**config.mk**
```make
export PLATFORM = sky130hd
export DESIGN_NAME = cond_unit
export DESIGN_NICKNAME = d
export VERILOG_FILES = /design/src/rtl/arm_pkg.sv /design/src/rtl/cond_check.sv /design/src/rtl/cond_unit.sv
export SDC_FILE = /design/constraint.sdc
export NUM_CORES = 1
export LEC_CHECK = 0
export CAP_MARGIN = 10
export CORE_AREA = 3 3 40 42
export DETAILED_ROUTE_END_ITERATION = 10
export DIE_AREA = 0 0 43 45
export HOLD_SLACK_MARGIN = 0.15
export PLACE_DENSITY_LB_ADDON = 0.08
export SYNTH_ARGS = -nofsm -noshare
export SYNTH_HDL_FRONTEND = slang
export SYNTH_SLANG_ARGS = --single-unit
export TNS_END_PERCENT = 5
```
**constraint.sdc**
```tcl
create_clock -name clk -period 2.2 [get_ports clk]
set_clock_uncertainty 0.15 [all_clocks]
set_input_delay 0.22 -clock clk [delete_from_list [all_inputs] [get_ports clk]]
set_output_delay 0.22 -clock clk [all_outputs]
set_load 0.005 [all_outputs]
```
**src/rtl/arm_pkg.sv**
```systemverilog
// Shared definitions for the ARM multicycle controller: condition-code
// encodings and NZCV flag bit positions.
package arm_pkg;

  localparam logic [3:0] COND_EQ = 4'h0;
  localparam logic [3:0] COND_NE = 4'h1;
  localparam logic [3:0] COND_CS = 4'h2;
  localparam logic [3:0] COND_CC = 4'h3;
  localparam logic [3:0] COND_MI = 4'h4;
  localparam logic [3:0] COND_PL = 4'h5;
  localparam logic [3:0] COND_VS = 4'h6;
  localparam logic [3:0] COND_VC = 4'h7;
  localparam logic [3:0] COND_HI = 4'h8;
  localparam logic [3:0] COND_LS = 4'h9;
  localparam logic [3:0] COND_GE = 4'hA;
  localparam logic [3:0] COND_LT = 4'hB;
  localparam logic [3:0] COND_GT = 4'hC;
  localparam logic [3:0] COND_LE = 4'hD;
  localparam logic [3:0] COND_AL = 4'hE;
  localparam logic [3:0] COND_NV = 4'hF;

  localparam int FLAG_N = 3;
  localparam int FLAG_Z = 2;
  localparam int FLAG_C = 1;
  localparam int FLAG_V = 0;

endpackage

```
**src/rtl/cond_check.sv**
```systemverilog
// Combinational ARM condition evaluator: decides whether an instruction with
// condition field Cond executes given the architectural NZCV flags.
module cond_check
  import arm_pkg::*;
(
  input  logic [3:0] Cond,
  input  logic [3:0] Flags,
  output logic       CondEx
);

  logic flag_n, flag_z, flag_c, flag_v;
  logic ge;

  assign flag_n = Flags[FLAG_N];
  assign flag_z = Flags[FLAG_Z];
  assign flag_c = Flags[FLAG_C];
  assign flag_v = Flags[FLAG_V];
  assign ge     = (flag_n == flag_v);

  always_comb begin
    // NOTE: default assigned first so every path drives CondEx and no latch is inferred.
    CondEx = 1'b0;
    case (Cond)
      COND_EQ: CondEx = flag_z;
      COND_NE: CondEx = ~flag_z;
      COND_CS: CondEx = flag_c;
      COND_CC: CondEx = ~flag_c;
      COND_MI: CondEx = flag_n;
      COND_PL: CondEx = ~flag_n;
      COND_VS: CondEx = flag_v;
      COND_VC: CondEx = ~flag_v;
      COND_HI: CondEx = flag_c & ~flag_z;
      COND_LS: CondEx = ~flag_c | flag_z;
      COND_GE: CondEx = ge;
      COND_LT: CondEx = ~ge;
      COND_GT: CondEx = ~flag_z & ge;
      COND_LE: CondEx = flag_z | ~ge;
      COND_AL: CondEx = 1'b1;
      COND_NV: CondEx = 1'b0;
    endcase
  end

endmodule

```
**src/rtl/cond_unit.sv**
```systemverilog
// Conditional-execution unit: holds NZCV, evaluates the condition field and
// gates the FSM's write requests into the final register/memory/PC enables.
module cond_unit
  import arm_pkg::*;
(
  input  logic       clk,
  input  logic       reset,
  input  logic [3:0] Cond,
  input  logic [3:0] ALUFlags,
  input  logic [1:0] FlagW,
  input  logic       PCS,
  input  logic       NextPC,
  input  logic       RegW,
  input  logic       MemW,
  output logic       PCWrite,
  output logic       RegWrite,
  output logic       MemWrite,
  output logic [3:0] Flags
);

  logic       cond_ex;
  logic       cond_ex_delayed;
  logic [1:0] flag_write;

  cond_check u_cond_check (
    .Cond   (Cond),
    .Flags  (Flags),
    .CondEx (cond_ex)
  );

  assign flag_write = FlagW & {2{cond_ex}};

  // The write decision is taken in EXECUTE on the old flags and used one
  // cycle later, so flags updated at the end of EXECUTE cannot affect it.
  always_ff @(posedge clk or posedge reset) begin
    if (reset) begin
      Flags           <= '0;
      cond_ex_delayed <= 1'b0;
    end else begin
      // NOTE: non-blocking assignments so every flop samples pre-edge values.
      if (flag_write[1]) Flags[FLAG_N:FLAG_Z] <= ALUFlags[FLAG_N:FLAG_Z];
      if (flag_write[0]) Flags[FLAG_C:FLAG_V] <= ALUFlags[FLAG_C:FLAG_V];
      cond_ex_delayed <= cond_ex;
    end
  end

  // NextPC is never gated so fetch always advances.
  assign RegWrite = RegW & cond_ex_delayed;
  assign MemWrite = MemW & cond_ex_delayed;
  assign PCWrite  = NextPC | (PCS & cond_ex_delayed);

endmodule
```
* After elaboration in Yosys (flattened, before gate mapping) *
Cells that the tools add are included.

storage, ports and cells
  flip-flop bits (word level) = 5
  output and inout port bits = 7

operators by class
  equal/unequal tests = 16
  muxes and demuxes = 1
  bitwise operators = 14
  reductions and logical operators = 1

operators with widths
  kind                                                 count
  equality test 4 bit, second input constant           8
  equality test 4 x 3 -> 1 bit, second input constant  4
  case mux 1 bit (16 select lines)                     1
  equality test 4 x 2 -> 1 bit, second input constant  2
  AND 1 bit                                            5
  inverter 1 bit                                       5
  equality test 4 x 1 -> 1 bit, second input constant  1
  logical NOT 4 bit                                    1
  OR 1 bit                                             3
  AND 2 bit                                            1
  equality test 1 bit                                  1

* Depth between registers and ports, before layout *
Gate-level depths: netlist (run 1).

  word-level depth = 5
  depth in mapped cells = 6
  mapped depth without buffers = 5

* Hierarchy *
Synthesis (run 1) repeated with hierarchy kept, for this count alone.

unflattened totals
  cells, all modules = 38
  area total of the unflattened synthesis = 356.6 µm²

modules (own cells, without submodules)
  module      times used  cells an instance  area each (µm²)  sequential area each (µm²)
  cond_unit   1           15                 201.4            125.1
  cond_check  1           23                 155.1            0.0

* Least setup slack after synthesis (run 1) *
No wires, ideal clock.

  kind = flip-flop to flip-flop
  from = register Flags[3]
  to = register Flags[0]
  library setup time = 128 ps
  arrival = 1556 ps
  setup slack = 367 ps
  stages on the path, launching flop included = 6
  path through = dfrtp_1 xnor3_1 nand3_1 a41o_2 a21oi_2 mux2_1

on the way
  longest elaborated chain between the ends = 5
  elaborated cells between the ends (all ways) = 7

ends and longest elaborated chain
  element                             RTL line                            RTL
  from (decl)                         cond_unit.sv:18                     output logic [3:0] Flags
  from (signal, indexed assignment)   cond_unit.sv:41                     if (flag_write[1]) Flags[FLAG_N:FLAG_Z] <= ALUFlags[FLAG_N:FLAG_Z];
  from (signal, indexed assignment)   cond_unit.sv:42                     if (flag_write[0]) Flags[FLAG_C:FLAG_V] <= ALUFlags[FLAG_C:FLAG_V];
  equality test 1 bit                 cond_check.sv:18                    assign ge = (flag_n == flag_v);
  inverter 1 bit                      cond_check.sv:35, cond_check.sv:37
  OR 1 bit                            cond_check.sv:37                    COND_LE: CondEx = flag_z | ~ge;
  case mux 1 bit (16 select lines) *  cond_check.sv:23                    case (Cond)
  AND 2 bit *                         cond_unit.sv:31                     assign flag_write = FlagW & {2{cond_ex}};

Every way passes the cells marked *; elsewhere a longest branch is shown, timed or not.
A chain may end at the register's enable or synchronous reset.

* Final worst setup path (run 1) *
  from = input Cond[1]
  to = register Flags[3]

on the way
  longest elaborated chain between the ends = 3
  elaborated cells between the ends (all ways) = 18

ends and longest elaborated chain
  element                                            RTL line          RTL
  from (decl)                                        cond_unit.sv:8    input logic [3:0] Cond,
  equality test 4 bit, or another cell as far along  cond_check.sv:23
  case mux 1 bit (16 select lines) *                 cond_check.sv:23
  AND 2 bit *                                        cond_unit.sv:31

Marked as above.

==> results of run 1 <==
## layer usage
metal,wire (um),part of all wire,GRT usage,vias to the layer above
li1,-,-,-,218
met1,488,0.49,0.150,186
met2,439,0.45,0.156,12
met3,58,0.059,0.0159,0
met4,0,0,0.0542,0
met5,0,0,0,-
## through the flow
step / cells / setup slack [ns] / hold WS (ns) / setup TNS [ns] / utilization
finish: 87 / 0.185 / 0.394 / 0 / 0.561
global route: 87 / 0.0782 / 0.421 / 0 / 0.561
CTS: 87 / 0.172 / 0.405 / 0 / 0.561
detailed placement: 82 / -0.0673 / 0.293 / -0.253 / 0.533
global placement: 82 / -0.0311 / 0.285 / -0.0780 / 0.533
floorplan: 43 / 0.367 / -0.151 / 0 / -
## cells in the mapped netlist (2+ instances only)
library cell  count  share of area
nand2_1           5          0.044
mux2i_1           2          0.047
dfrtp_1           5           0.29
a21oi_2           2          0.041
nand3b_1          3          0.053
mux2_1            4           0.11
and2_1            2          0.029
xor2_1            2          0.041
## worst max-delay path by stage
| stage | end | slack (ns) | depth (start not counted) |
|---|---|---|---|
| after floorplan | Flags[0] | 0.37 | 5 |
| after global placement | Flags[0] | -0.03 | 6 |
| after detailed placement | Flags[0] | -0.07 | 6 |
| after CTS | Flags[0] | 0.17 | 6 |
| after global routing | Flags[3] | 0.08 | 6 |
| final | Flags[3] | 0.19 | 6 |
## report_power, final
part | switching [mW] | total (mW) | internal, mW | leakage, nW
Clock | 0.0342 | 0.103 | 0.0683 | 0.0150
Combinational | 0.0763 | 0.235 | 0.159 | 0.233
Sequential | 0.0405 | 0.163 | 0.123 | 0.0582
Total | 0.151 | 0.501 | 0.350 | 0.306
## sequential cells by signal (all words and copies together), names as in the netlist
signal	cells
cond_ex_delayed	1
Flags	4
## cell families (layout without fill, tap and decap cells)
| logic type | after synthesis | after routing | synth area share |
|---|---|---|---|
| xor+xnor | 3 | 3 | 0.0941 |
| flops | 5 | 5 | 0.294 |
| mux | 6 | 6 | 0.153 |
| compound gates | 9 | 9 | 0.191 |
| buf+inv | 4 | 33 | 0.0500 |
| simple gates | 16 | 16 | 0.218 |
## cell type report
class / count / area share
clock buffers: 4 / 0.0365
inverters: 1 / 0.00521
multi-input cells: 34 / 0.387
flip-flops and latches: 5 / 0.174
well taps: 15 / 0.0260
repair buffers: 28 / 0.372
==> summary.txt, run 1 <==
Status = finished, final reports clean
Total CTS buffers = 3
CTS root buf = clkbuf_4
Final antenna diode count = 0
Initial Util = 0.331
Mapped Area = 425 um2
Crit start category = primary input
Most frequent cells in the layout = clkdlybuf4s50_1, dfrtp_1, nand2_1, buf_4, mux2_1
Finished Cell Area = 721 um2
First-pass GRT wire length = 1.55 mm
Critical Path, Cell by Cell = clkdlybuf4s50_1 > mux2i_1 > mux2i_1 > o32ai_2 > a21oi_2 > mux2_1
Vias in the first global route = 372
Post-DP HPWL = 807 um
Die X = 43 um
WP data arrival = 1.98 ns
R2r endpoint = Flags[3]
Hold buffer count at cts = 1
Cell repeated most along the worst path = mux2i_1
Core ar. = 0.00128 mm2
Ys async rst share = 1.00
Post-CTS Resized = 0
Hold violation count in the final report = 0
Count of final setup violators = 0
Post-synth EDFFs = 0
DRT Pass-1 Iters = 4
CP delay by family, top = multiplexers
CTS tree = yes
Antenna violations before repair = 0
#FFs+latches synth = 5
Vias/cell = 4.78
Largest net degree at the start of global routing = 10
Worst r2r path cells = 5
Tcrit/Tclk final = 0.916
First-iteration detailed-routing DRC count = 4
Final ANT Viol Nets = 0
CP max stage cell = clkdlybuf4s50_1
Syn-to-layout area delta = 69.4%
Die area = 0.00194 mm2
DRC = 0
Worst-margin pin slew = 0.344 ns
Syn. warnings = 0
Vias = 416
Clk sinks = 5
Post-layout net count = 89
R2R Setup Slk = 0.26 ns
Number of distinct library cells after synthesis = 26
Clock-pin slew on the worst setup and hold paths = 0.04 ns
Clock Path Buffers = 2
Seq/Total Area, Yosys = 0.294
WP data required = 2.16 ns
Leading cell type in the layout, fill and taps excluded = clkdlybuf4s50_1
Multi-input gate area = 279 um2
Max-cap violations = 0
Boundary pin count = 23
Setup bufs post-CTS = 0
Port Buffers = 22
Register Area = 125 um2
Worst skew pair latency = 0.23 ns
RSZ-0062 raised after global routing = false
Setup crit start = Cond[1]
Worst Path Max Fanout = 8
VDD IR max = 0.429 mV
Hold Path Cell Cnt = 1
Power Dens Cells = 695 mW/mm2
Worst reg2reg startpoint = Flags[3]
Tot GR Track Use = 0.106
Total power draw = 501 uW
Row cnt = 13
Hold path start = Flags[1]
Synth Instances = 43
Total grt overflow = 0
Top FF cell, synth = dfrtp_1
Routed length per instance = 11.3 um
Avg Inst Size Synth = 9.89 um2
Max-slew violations = 0
Die Height = 45 um
Critical path's largest stage delay = 0.62 ns
P_leak = 0.306 nW
Area after DPL = 684 um2
H-tree depth = 1
Fmax = 0.496 GHz
Min-Delay Endpoint = Flags[1]
Buf/Inv on CP = 1
Minimum clock period = 2.01 ns
CP endpoint kind = flip-flop
Drt total wl = 986 um
Relative slew slack = 0.770
Share of cells above drive strength 1 = 0.167
Syn Nets = 59
Gpl congestion = 0.735
Kind of critical path = in2reg
FILL cells = 122
Worst min path class = reg2reg
(Power assumes the default switching activity.)
==> run 2, diff against run 1 <==
--- a/config.mk
+++ b/config.mk
@@ -6,9 +6,11 @@
 export NUM_CORES = 1
 export LEC_CHECK = 0
 export CAP_MARGIN = 10
-export CORE_AREA = 3 3 40 42
+export CELL_PAD_IN_SITES_DETAIL_PLACEMENT = 1
+export CELL_PAD_IN_SITES_GLOBAL_PLACEMENT = 1
+export CORE_MARGIN = 3
+export CORE_UTILIZATION = 26
 export DETAILED_ROUTE_END_ITERATION = 10
-export DIE_AREA = 0 0 43 45
 export HOLD_SLACK_MARGIN = 0.15
 export PLACE_DENSITY_LB_ADDON = 0.08
 export SYNTH_ARGS = -nofsm -noshare
==> run 2 against run 1 <==
Highest routed layer is now met4; largest cell class unchanged; final cell count fell by 1.1%; worst setup slack gained 0.0036 ns; critical endpoint is now Flags[2]; first-iteration DRC count fell by 75%; combinational power about the same; largest power group unchanged; critical path depth did not move; sequential cell count unchanged.
==> summary.txt, run 2 (synthesis gave the netlist of run 1 again) <==
Worst min path class = reg2reg
Antenna violations before repair = 0 (unchanged)
Initial Util = 0.301 (-0.0304)
Setup WS post-layout = 0.189 ns (+0.00364 ns)
Crit start category = primary input
Final hold slack = 0.404 ns (+0.00915 ns)
Syn-to-layout area delta = 67.6%
VDD IR max = 0.539 mV (+26%)
Vias in the first global route = 407 (+9.4%)
Most frequent cells in the layout = clkdlybuf4s50_1, dfrtp_1, nand2_1
Worst Path Max Fanout = 8 (unchanged)
RSZ-0062 raised after global routing = false
CP endpoint kind = flip-flop
Worst skew pair latency = 0.24 ns (about the same)
Finished Cell Area = 713 um2 (-1.0%)
Critical Path, Cell by Cell = clkdlybuf4s50_1 > mux2i_1 > mux2i_1 > o32ai_2 > a21oi_2 > mux2_1
Most flops, register = Flags
Max reg flops = 4 (unchanged)
Boundary pin count = 23 (unchanged)
Gpl congestion = 0.718 (-2.3%)
Fmax = 0.497 GHz (+0.18%)
Non-filler cells, final = 86 (-1.1%)
First-iteration detailed-routing DRC count = 1 (-3)
Cell repeated most along the worst path = mux2i_1
CTS root buf = clkbuf_4
CP delay by family, top = multiplexers
Minimum clock period = 2.01 ns (-0.00364 ns)
Max-cap violations = 0 (unchanged)
Relative slew slack = 0.693 (-0.0769)
First-pass GRT wire length = 1.80 mm (+16%)
Post-DP HPWL = 923 um (+14%)
Port Buffers = 22 (unchanged)
Core ar. = 0.00142 mm2 (+10%)
Total grt overflow = 0 (unchanged)
Tcrit/Tclk final = 0.914 (-0.00165)
Largest net degree at the start of global routing = 9 (-1)
Post-layout net count = 88 (-1.1%)
Die area = 0.00216 mm2 (+12%)
Status = finished, final reports clean
Total power draw = 508 uW (+1.4%)
Area after DPL = 677 um2 (-1.1%)
Die Height = 46.5 um (+3.2%)
P_leak = 0.301 nW (-1.6%)
DRT Pass-1 Iters = 3 (-1)
Clk sinks = 5 (unchanged)
Finished Core Util = 0.504 (-0.0569)
Setup TNS = 0 ns (unchanged)
CP max stage cell = clkdlybuf4s50_1
Leading cell type in the layout, fill and taps excluded = clkdlybuf4s50_1
DRC = 0 (unchanged)
Final ANT Viol Nets = 0 (unchanged)
FILL cells = 167 (+37%)
Total CTS buffers = 3 (unchanged)
Critical path's largest stage delay = 0.62 ns (about the same)
Share of cells above drive strength 1 = 0.155 (-0.0117)
H-tree depth = 1 (unchanged)
CTS tree = yes
Tot GR Track Use = 0.124 (+0.0183)
Worst-margin pin slew = 0.453 ns (+0.109 ns)
Die X = 46.5 um (+8.0%)
WP data required = 2.17 ns (about the same)
Placed insts = 81 (-1.2%)
Max-slew violations = 0 (unchanged)
WP data arrival = 1.98 ns (about the same)
Top flop regs = Flags (4), cond_ex_delayed (1)
Post-placement setup slack = -0.0806 ns (-0.0133 ns)
Post-CTS Resized = 0 (unchanged)
Drt total wl = 1.15 mm (+16%)
Count of final setup violators = 0 (unchanged)
Kind of critical path = in2reg
Hold violation count in the final report = 0 (unchanged)
Final antenna diode count = 0 (unchanged)
Clock-pin slew on the worst setup and hold paths = 0.04 ns (about the same)
Buf/Inv on CP = 1 (unchanged)
Vias = 431 (+3.6%)
Clock Path Buffers = 2 (unchanged)
Row cnt = 13 (unchanged)
Vias/cell = 5.01 (+4.8%)
Routed length per instance = 13.3 um (+18%)
Power Dens Cells = 712 mW/mm2 (+2.5%)
==> run 2: cell types whose count changed in the layout (fill, tap and decap cells not counted), sizes merged <==
| cell | delta |
|---|---|
| buf | -1 |
==> run 2: final cells by class <==
class / count / area, um2 / share of cell area
Multi-Input combinational cell: 34 / 279 / 0.391
Timing Repair Buffer: 27 / 260 / 0.365
Sequential cell: 5 / 125 / 0.175
Clock buffer: 4 / 26.3 / 0.0368
Tap cell: 15 / 18.8 / 0.0263
Inverter: 1 / 3.75 / 0.00526
==> run 2: path summary, 6_finish.rpt <==
check | startpoint | end | slack [ns] | cells after the start
worst max-delay path | Cond[1] | Flags[2] | 0.19 | 6
worst min-delay path | Flags[1] | Flags[1] | 0.40 | 1
worst max register to register | Flags[0] | Flags[2] | 0.20 | 5
worst min register to register | Flags[1] | Flags[1] | 0.40 | 1
max in group asynchronous | reset | Flags[1] | 1.15 | 3
min in group asynchronous | reset | Flags[2] | 0.58 | 3
==> run 2: what timing repair did <==
item / CTS / global route
hold buffers: 1 / 0
setup buffers: 0 / 0
endpoints found under the hold margin: 5 / 0
==> run 2: report_power, final <==
group	switching, mW	internal [mW]	leakage [nW]
registers	0.0427	0.122	0.0582
clock network	0.0368	0.0685	0.0150
logic	0.0795	0.158	0.228
total	0.159	0.349	0.301
==> run 2: metal layers <==
layer  GRT usage  part of all wire  wire length (um)  vias up
li1            -                 -                 -      215
met1       0.154              0.44               502      195
met2       0.187              0.44               509       19
met3      0.0625              0.11               121        2
met4      0.0341             0.010                12        0
met5           0                 0                 0        -
==> run 3, diff against run 2 <==
--- a/config.mk
+++ b/config.mk
@@ -8,7 +8,7 @@
 export CAP_MARGIN = 10
 export CELL_PAD_IN_SITES_DETAIL_PLACEMENT = 1
 export CELL_PAD_IN_SITES_GLOBAL_PLACEMENT = 1
-export CORE_MARGIN = 3
+export CORE_MARGIN = 2
 export CORE_UTILIZATION = 26
 export DETAILED_ROUTE_END_ITERATION = 10
 export HOLD_SLACK_MARGIN = 0.15
==> run 3 against run 2 <==
Via count is 3.9% higher; combinational power hardly changed; global-route usage is 1.3 points higher; critical path depth stayed put; sequential share of layout area is 0.21 points lower; critical endpoint unchanged.
==> summary.txt, run 3 (synthesis gave the netlist of run 1 again) <==
Status = finished, final reports clean
Clock Path Buffers = 2 (unchanged)
Register share of total power = 0.325 (about the same)
Post-layout net count = 89 (+1.1%)
WP data arrival = 1.99 ns (about the same)
Clock-pin slew on the worst setup and hold paths = 0.04 ns (about the same)
Tcrit/Tclk final = 0.913 (about the same)
Share of cells above drive strength 1 = 0.167 (+0.0117)
Antenna violations before repair = 0 (unchanged)
CTS tree = yes
Clk sinks = 5 (unchanged)
Leading cell type in the layout, fill and taps excluded = clkdlybuf4s50_1
H-tree depth = 1 (unchanged)
Core ar. = 0.00152 mm2 (+7.7%)
Worst Path Max Fanout = 8 (unchanged)
Kind of critical path = in2reg
First-pass GRT wire length = 1.93 mm (+7.3%)
Max-cap violations = 0 (unchanged)
Worst min path class = in2reg
First-iteration detailed-routing DRC count = 6 (+5)
Row cnt = 14 (+1)
Die area = 0.00198 mm2 (-8.4%)
Hold violation count in the final report = 0 (unchanged)
VDD IR max = 0.457 mV (-15%)
Vias in the first global route = 440 (+8.1%)
Final antenna diode count = 0 (unchanged)
Tot GR Track Use = 0.137 (+0.0128)
Drt total wl = 1.13 mm (-1.3%)
Vias/cell = 5.09 (+1.6%)
Max reg flops = 4 (unchanged)
Boundary pin count = 23 (unchanged)
Sw frac = 0.316 (+0.00251)
Most frequent cells in the layout = clkdlybuf4s50_1, dfrtp_1, nand2_1, buf_4, mux2_1
Total CTS buffers = 3 (unchanged)
Die Height = 44.5 um (-4.3%)
Crit start category = primary input
DRC = 0 (unchanged)
Syn-to-layout area delta = 69.7%
Initial Util = 0.279 (-0.0215)
Finished Cell Area = 722 um2 (+1.2%)
Worst skew pair latency = 0.25 ns (about the same)
Internal power contribution = 350 uW (+0.35%)
Post-placement setup slack = -0.0693 ns (+0.0113 ns)
Count of final setup violators = 0 (unchanged)
Area after DPL = 686 um2 (+1.3%)
Combinational Power Share = 0.462 (-0.005)
Power Dens Cells = 708 mW/mm2 (-0.50%)
Most flops, register = Flags
Largest net degree at the start of global routing = 9 (unchanged)
Setup WS post-layout = 0.191 ns (+0.00160 ns)
Gpl congestion = 0.768 (+7.0%)
CP endpoint kind = flip-flop
Minimum clock period = 2.01 ns (-0.00160 ns)
WP data required = 2.18 ns (about the same)
Vias = 448 (+3.9%)
Setup bufs post-CTS = 0 (unchanged)
Total grt overflow = 0 (unchanged)
Top flop regs = Flags (4), cond_ex_delayed (1)
CTS root buf = clkbuf_4
Fmax = 0.498 GHz (about the same)
Max-slew violations = 0 (unchanged)
Worst-margin pin slew = 0.338 ns (-0.116 ns)
Clock share of power = 0.213 (+0.006)
DRT Pass-1 Iters = 4 (+1)
Final ANT Viol Nets = 0 (unchanged)
Relative slew slack = 0.772 (+0.0782)
Die X = 44.5 um (-4.3%)
P_leak = 0.306 nW (+1.6%)
RSZ-0062 raised after global routing = false
Psw = 161 uW (+1.5%)
Port Buffers = 22 (unchanged)
Routed length per instance = 12.9 um (-3.6%)
-- run 3: cell count changes in the layout (fill, tap and decap cells not counted), sizes merged --
cell / change
buf: +1
-- run 3: final cells by class --
type                            instances  area [um2]
Fill cell                             172         802
Multi-Input combinational cell         34         279
Timing Repair Buffer                   28         268
Sequential cell                         5         125
Clock buffer                            4        26.3
Tap cell                               16        20.0
Inverter                                1        3.75
-- run 3: stage by stage --
step                      cells  hold slack (ns)  TNS [ns]  utilization  total power, mW
after floorplan              43           -0.151         0            -            0.276
after global placement       83            0.282    -0.144        0.450            0.405
after detailed placement     83            0.287    -0.268        0.450            0.405
after CTS                    88            0.409         0        0.474            0.523
after global routing         88            0.424         0        0.474            0.552
final                        88            0.416         0        0.474            0.511
-- run 3: what timing repair did --
action	4_1_cts	5_1_grt
hold endpoints to repair	5	0
setup endpoints to repair	0	0
hold buffers	1	0
resized for setup	0	0
-- run 3: worst paths after layout --
kind / startpoint / endpoint / slack (ns) / depth (start not counted)
min: ALUFlags[2] / Flags[2] / 0.42 / 2
max reg2reg: Flags[3] / Flags[2] / 0.26 / 5
min in group asynchronous: reset / Flags[2] / 0.57 / 3
max in group asynchronous: reset / Flags[1] / 1.15 / 3
min reg2reg: Flags[1] / Flags[1] / 0.42 / 1
max: Cond[1] / Flags[2] / 0.19 / 6
-- run 3: worst max-delay path, cell delays in order --
cell and delay, ns:
clkdlybuf4s50_1 0.63, mux2i_1 0.25, mux2i_1 0.23, o32ai_2 0.14, a21oi_2 0.19, mux2_1 0.33
-- run 3: power by group through the flow --
stage               logic (mW)  clock network [mW]  registers [mW]
detailed placement       0.237                   0           0.168
global placement         0.235                   0           0.170
finish                   0.236               0.109           0.166
floorplan                0.120                   0           0.157
global route             0.258               0.121           0.173
CTS                      0.240               0.115           0.167
-- run 3: routing by layer --
metal	wire length [um]	GRT usage
met5	0	0
met4	33	0.0909
met3	59	0.0367
met2	499	0.203
met1	538	0.172
